$ cat config.mk
export PLATFORM = sky130hd
export DESIGN_NAME = adc_frame_reader_flat
export DESIGN_NICKNAME = d
export VERILOG_FILES = /design/src/rtl/adc_frame_if.sv /design/src/rtl/adc_frame_reader.sv /design/src/flat_wrapper.sv
export SDC_FILE = /design/constraint.sdc
export NUM_CORES = 1
export LEC_CHECK = 0
export ABC_AREA = 1
export CAP_MARGIN = 10
export CORE_UTILIZATION = 53
export DETAILED_ROUTE_END_ITERATION = 16
export HOLD_SLACK_MARGIN = 0.12
export PLACE_DENSITY_LB_ADDON = 0.25
export SKIP_CTS_REPAIR_TIMING = 1
export SYNTH_ARGS = -nofsm -noshare
export SYNTH_HDL_FRONTEND = slang
export SYNTH_SLANG_ARGS = --single-unit
$ cat constraint.sdc
create_clock -name clk -period 2.23 [get_ports clk]
set_clock_uncertainty 0.05 [all_clocks]
set_input_delay 0.223 -clock clk [delete_from_list [all_inputs] [get_ports clk]]
set_output_delay 0.223 -clock clk [all_outputs]
set_load 0.01 [all_outputs]
$ cat src/rtl/adc_frame_if.sv
// adc_frame_if: FIFO pop side and sample stream of the ADC frame reader.
// master = reader, slave = FIFO/downstream side.
interface adc_frame_if;
   logic [31:0] i_fifo_data;
   logic        i_fifo_empty;
   logic        o_fifo_rd;
   logic [7:0]  o_data;
   logic        o_vld;
   logic        i_rdy;

   modport master (
      input  i_fifo_data, i_fifo_empty, i_rdy,
      output o_fifo_rd, o_data, o_vld
   );

   modport slave (
      output i_fifo_data, i_fifo_empty, i_rdy,
      input  o_fifo_rd, o_data, o_vld
   );
endinterface

$ cat src/rtl/adc_frame_reader.sv
// adc_frame_reader: unpacks FWFT FIFO words into an 8-bit sample stream.
// Define ADC_REPEAT_EN to add i_ratio sample repetition.
module adc_frame_reader #(
   parameter int LEN_W = 12
) (
   input  logic             clk,
   input  logic             rst_n,
   input  logic             i_start,
   input  logic             i_abort,
   input  logic [LEN_W-1:0] i_length,
`ifdef ADC_REPEAT_EN
   input  logic [7:0]       i_ratio,
`endif
   adc_frame_if.master      bus,
   output logic             o_busy,
   output logic             o_done
);

   typedef enum logic [1:0] {IDLE, FETCH, SHIFT, DONE} state_t;

   state_t           state;
   logic [LEN_W-1:0] remaining;
   logic [31:0]      word;
   logic [1:0]       idx;
   logic [1:0]       idx_nx;
   logic             hs;
   logic             last;
   logic             rep_last;
   logic             adv_word;

   assign hs     = bus.o_vld && bus.i_rdy;
   assign last   = (remaining == LEN_W'(1));
   assign idx_nx = idx + 2'd1;

`ifdef ADC_REPEAT_EN
   logic [7:0] ratio;
   logic [7:0] rep_cnt;

   // ratio 0 and 1 both mean a single handshake per byte
   assign rep_last = (ratio <= 8'd1) || (rep_cnt == ratio - 8'd1);

   always_ff @(posedge clk or negedge rst_n) begin
      if (!rst_n) begin
         ratio   <= '0;
         rep_cnt <= '0;
      end else begin
         if (state == IDLE && i_start && !i_abort)
            ratio <= i_ratio;
         if (state == FETCH || (hs && rep_last))
            rep_cnt <= '0;
         else if (hs)
            rep_cnt <= rep_cnt + 8'd1;
      end
   end
`else
   assign rep_last = 1'b1;
`endif

   assign adv_word = (state == SHIFT) && hs && !last
                     && rep_last && (idx == 2'd3);

   always_comb begin
      bus.o_fifo_rd = 1'b0;
      if (!i_abort && !bus.i_fifo_empty)
         bus.o_fifo_rd = (state == FETCH) || adv_word;
   end

   always_ff @(posedge clk or negedge rst_n) begin
      if (!rst_n) begin
         state      <= IDLE;
         remaining  <= '0;
         word       <= '0;
         idx        <= '0;
         bus.o_data <= '0;
         bus.o_vld  <= 1'b0;
         o_busy     <= 1'b0;
         o_done     <= 1'b0;
      end else if (i_abort) begin
         state     <= IDLE;
         bus.o_vld <= 1'b0;
         o_busy    <= 1'b0;
         o_done    <= 1'b0;
      end else begin
         unique case (state)
            IDLE: begin
               o_done <= 1'b0;
               if (i_start) begin
                  remaining <= i_length;
                  if (i_length != '0) begin
                     state  <= FETCH;
                     o_busy <= 1'b1;
                  end else begin
                     state  <= DONE;
                     o_done <= 1'b1;
                  end
               end
            end
            FETCH: begin
               if (!bus.i_fifo_empty) begin
                  word       <= bus.i_fifo_data;
                  idx        <= 2'd0;
                  bus.o_data <= bus.i_fifo_data[7:0];
                  bus.o_vld  <= 1'b1;
                  state      <= SHIFT;
               end
            end
            SHIFT: begin
               if (hs) begin
                  remaining <= remaining - LEN_W'(1);
                  if (last) begin
                     // leftover bytes of the popped word are dropped
                     bus.o_vld <= 1'b0;
                     o_busy    <= 1'b0;
                     o_done    <= 1'b1;
                     state     <= DONE;
                  end else if (rep_last) begin
                     if (idx != 2'd3) begin
                        idx        <= idx_nx;
                        bus.o_data <= word[{idx_nx, 3'b000} +: 8];
                     end else if (!bus.i_fifo_empty) begin
                        word       <= bus.i_fifo_data;
                        idx        <= 2'd0;
                        bus.o_data <= bus.i_fifo_data[7:0];
                     end else begin
                        bus.o_vld <= 1'b0;
                        state     <= FETCH;
                     end
                  end
               end
            end
            DONE: begin
               o_done <= 1'b0;
               state  <= IDLE;
            end
            default: state <= IDLE;
         endcase
      end
   end

endmodule

$ cat src/flat_wrapper.sv
// flat-port wrapper written by rule: the top's interface ports become plain ports
module adc_frame_reader_flat 
#(
   parameter int LEN_W = 12
)
  (clk, rst_n, i_start, i_abort, i_length, o_busy, o_done, bus_i_fifo_data, bus_i_fifo_empty, bus_i_rdy, bus_o_fifo_rd, bus_o_data, bus_o_vld);
  adc_frame_if bus_i ();
  input  logic clk;
  input  logic rst_n;
  input  logic i_start;
  input  logic i_abort;
  input  logic [LEN_W-1:0] i_length;
  output logic o_busy;
  output logic o_done;
  input wire logic [$bits(bus_i.i_fifo_data)-1:0] bus_i_fifo_data;
  input wire logic [$bits(bus_i.i_fifo_empty)-1:0] bus_i_fifo_empty;
  input wire logic [$bits(bus_i.i_rdy)-1:0] bus_i_rdy;
  output wire logic [$bits(bus_i.o_fifo_rd)-1:0] bus_o_fifo_rd;
  output wire logic [$bits(bus_i.o_data)-1:0] bus_o_data;
  output wire logic [$bits(bus_i.o_vld)-1:0] bus_o_vld;
  assign bus_i.i_fifo_data = bus_i_fifo_data;
  assign bus_i.i_fifo_empty = bus_i_fifo_empty;
  assign bus_i.i_rdy = bus_i_rdy;
  assign bus_o_fifo_rd = bus_i.o_fifo_rd;
  assign bus_o_data = bus_i.o_data;
  assign bus_o_vld = bus_i.o_vld;
  adc_frame_reader #(.LEN_W(LEN_W)) u_core (.clk(clk), .rst_n(rst_n), .i_start(i_start), .i_abort(i_abort), .i_length(i_length), .bus(bus_i), .o_busy(o_busy), .o_done(o_done));
endmodule
==> reports/summary.md <==
### STA
* Fin Setup TNS: 0 ns
* Final Hold Vio Count: 0
* Min Clock Period, post-route: 1.97 ns
* final count of negative-setup-slack endpoints: 0
* maximum operating frequency: 0.508 GHz
* unrepaired setup endpoints after global routing: false
* share of the cycle needed by the critical path after routing: 88.3%
* Pins Over Slew Limit: 0
* headroom to the max-slew limit: 72.1%
* Tightest Pin Transition: 0.417 ns

### Global routing
* GRT Overall Usage: 27.3%
* global route total overflow: 0
* via count of the first global-routing pass: 3344
* GR Util met3: 4.87%
* wire length of the first global-routing pass: 15000 um
* met2 global-route usage: 44.1%
* layer with the highest usage: met2
* pin count of the biggest net entering global routing: 46
* antenna violations before repair: 0
* global routing met1 resource utilization: 33.9%

### Floorplanning
* initial core utilization: 54.7%
* horizontal die dimension: 83.0 um
* core footprint: 6350 um2
* DIE AREA: 6890 um2
* cell row count: 29
* height of the die: 83.0 um
* io pins: 62

### Cells and area
* layout cells sized above 1: 9.43%
* most frequent standard cell in the layout excluding fill and tap cells: nand2_1
* commonest cells after routing, fill and taps aside: 219 x nand2_1, 59 x clkdlybuf4s50_1, 59 x dfrtp_1
* FILL cells: 548
* ANT cells: 0
* Nets: 632
* area growth from synthesis to layout: 26.1%

### Route
* Routed Antenna Nets: 0
* First DRT Iteration DRCs: 258
* Vias/cell: 5.30
* final WL: 8870 um
* total via count after detailed routing: 3497
* DRC violation count after routing: 0
* detailed-router iteration count before antenna repair: 7
* routed len/inst: 13.4 um

### Clock network
* Bufs on Longest Clock Path: 2
* clock transition at the register clock pins on the worst setup and hold paths after CTS: 0.06 ns
* clock sink count: 59
* total clock buffers created by CTS: 9
* Root Driver: clkbuf_8
* clock latency reported for the late side of the worst-skew pair: 0.34 ns
* H-tree level count: 3
* TritonCTS clock tree: yes

### Synthesis
* total of warnings raised by yosys: 0
* distinct cell type count after synthesis: 28
* cell types with the largest area share after synthesis: dfrtp_1 42%, nand2_1 24%, nand3_1 6.0%
* average instance area after synthesis: 6.76 um2
* syn_nets: 567
* synthesized instance count: 514
* cell area after technology mapping: 3480 um2
* synthesized flop and latch total: 59
* fraction of the yosys area taken by sequential cells: 42.5%
* portion of synthesized cell area occupied by the leading cell type: 42.5%
* cell taking the most area after synthesis: dfrtp_1

### Run status
* run status: finished, final reports clean

### Worst setup path
* category of the worst setup path capture point: output port
* data arrival time of the worst path: 1.70 ns
* critical path required time: 1.96 ns
* R2R Path End: u_core.bus.o_data[6]
* Critical Path Source Type: flip-flop
* maximum fanout count along the critical path: 3
* Setup Crit Path Kind: flip-flop to output port
* CP Launch Point: u_core.remaining[1]
* path depth of the worst reg2reg path: 11
* capturing instance or port of the critical path: bus_o_fifo_rd
* startpoint of the worst register-to-register path: u_core.idx[0]
* internal reg-to-reg setup slack: 0.39 ns

### Placement
* detailed placement HPWL: 6280 um
* input/output buffers: 61
* final estimated routing congestion in global placement: 0.916

### Pwr
* Pwr Density: 1200 nW/um2
* PnR Total Power: 0.00526 W
* leakage power: 2.22 nW
* maximum ir drop on the vdd rail: 626 uV

### Job
* reported max-cap violation count: 0

### Hold path
* kind of path behind the tightest hold check: input port to async pin

sequential cells by signal, summed over array words and instances (netlist names):
signal             cells
u_core.idx             2
u_core.bus.o_data      8
u_core.o_busy          1
u_core.bus.o_vld       1
u_core.word           32
u_core.state           2
u_core.o_done          1
u_core.remaining      12
worst min path at each step:
stage,startpoint,to,slack (ns),depth (start not counted)
after floorplan,rst_n,u_core.bus.o_data[0],-0.12,0
after global placement,rst_n,u_core.remaining[4],0.12,1
after detailed placement,rst_n,u_core.remaining[4],0.12,1
after CTS,rst_n,u_core.remaining[4],-0.25,1
after global routing,rst_n,u_core.remaining[4],0.32,2
final,rst_n,u_core.remaining[4],0.29,2
worst max-delay path, stage by stage, from the launching register on:
cell and delay [ns]:
dfrtp_1 0.39, inv_2 0.08, ha_1 0.14, nand2_1 0.09, nor2_4 0.15, nand2_2 0.09, nand2_2 0.06, nand2_2 0.08
nand2_4 0.09, inv_4 0.03, dlymetal6s2s_1 0.16
stage by stage:
| step | setup WS (ns) | area [um2] | std cells | utilization [%] | hold WS [ns] |
|---|---|---|---|---|---|
| 2_1_floorplan | 0.676 | 3480 | 514 | - | -0.123 |
| 3_3_place_gp | 0.143 | 4150 | 643 | 65.4 | 0.120 |
| 3_5_place_dp | 0.146 | 4150 | 643 | 65.4 | 0.121 |
| 4_1_cts | -0.181 | 4350 | 658 | 68.4 | -0.246 |
| 5_1_grt | 0.147 | 4380 | 660 | 69.0 | 0.318 |
| 6_report | 0.262 | 4380 | 660 | 69.0 | 0.287 |
synthesized netlist by cell type (all sizes together):
cell / number
nand2: 226
dfrtp: 59
nor2: 51
nand3: 42
o21ai: 37
inv: 32
a21oi: 21
buf: 19
or2: 10
clkbuf: 3
ha: 3
nand4: 3
clkinv: 2
nand3b: 2
nor3: 2
nor3b: 1
o211ai: 1
power breakdown:
part,internal [W],switching [W],leakage [nW]
Sequential,0.00154,0.000365,0.743
Combinational,0.000961,0.00141,1.37
Clock,0.000570,0.000406,0.0995
kinds of logic after synthesis:
kind of cell	Yosys count	synth area share [%]
AND/OR/NAND/NOR	337	40.1
AO/OA/AOI/OAI	59	8.68
flip-flops	59	42.5
buffers and inverters	56	7.67
adder cells (fa/ha/maj)	3	1.08
layout make-up:
type                    count  area [um2]  area share (%)
clock buffers              13         159            3.63
clock inverters             2        35.0           0.799
inverters                  34         130            2.97
multi-input cells         399        1750            39.9
flip-flops and latches     59        1480            33.7
well taps                  77        96.3            2.20
repair buffers             76         736            16.8
metal layers:
metal	wire [um]	up-vias
met1	3700	1591
met3	437	32
met2	4330	129
met5	0	-
met4	404	0
li1	-	1745
Note: power is estimated with default switching activity, not from simulation.
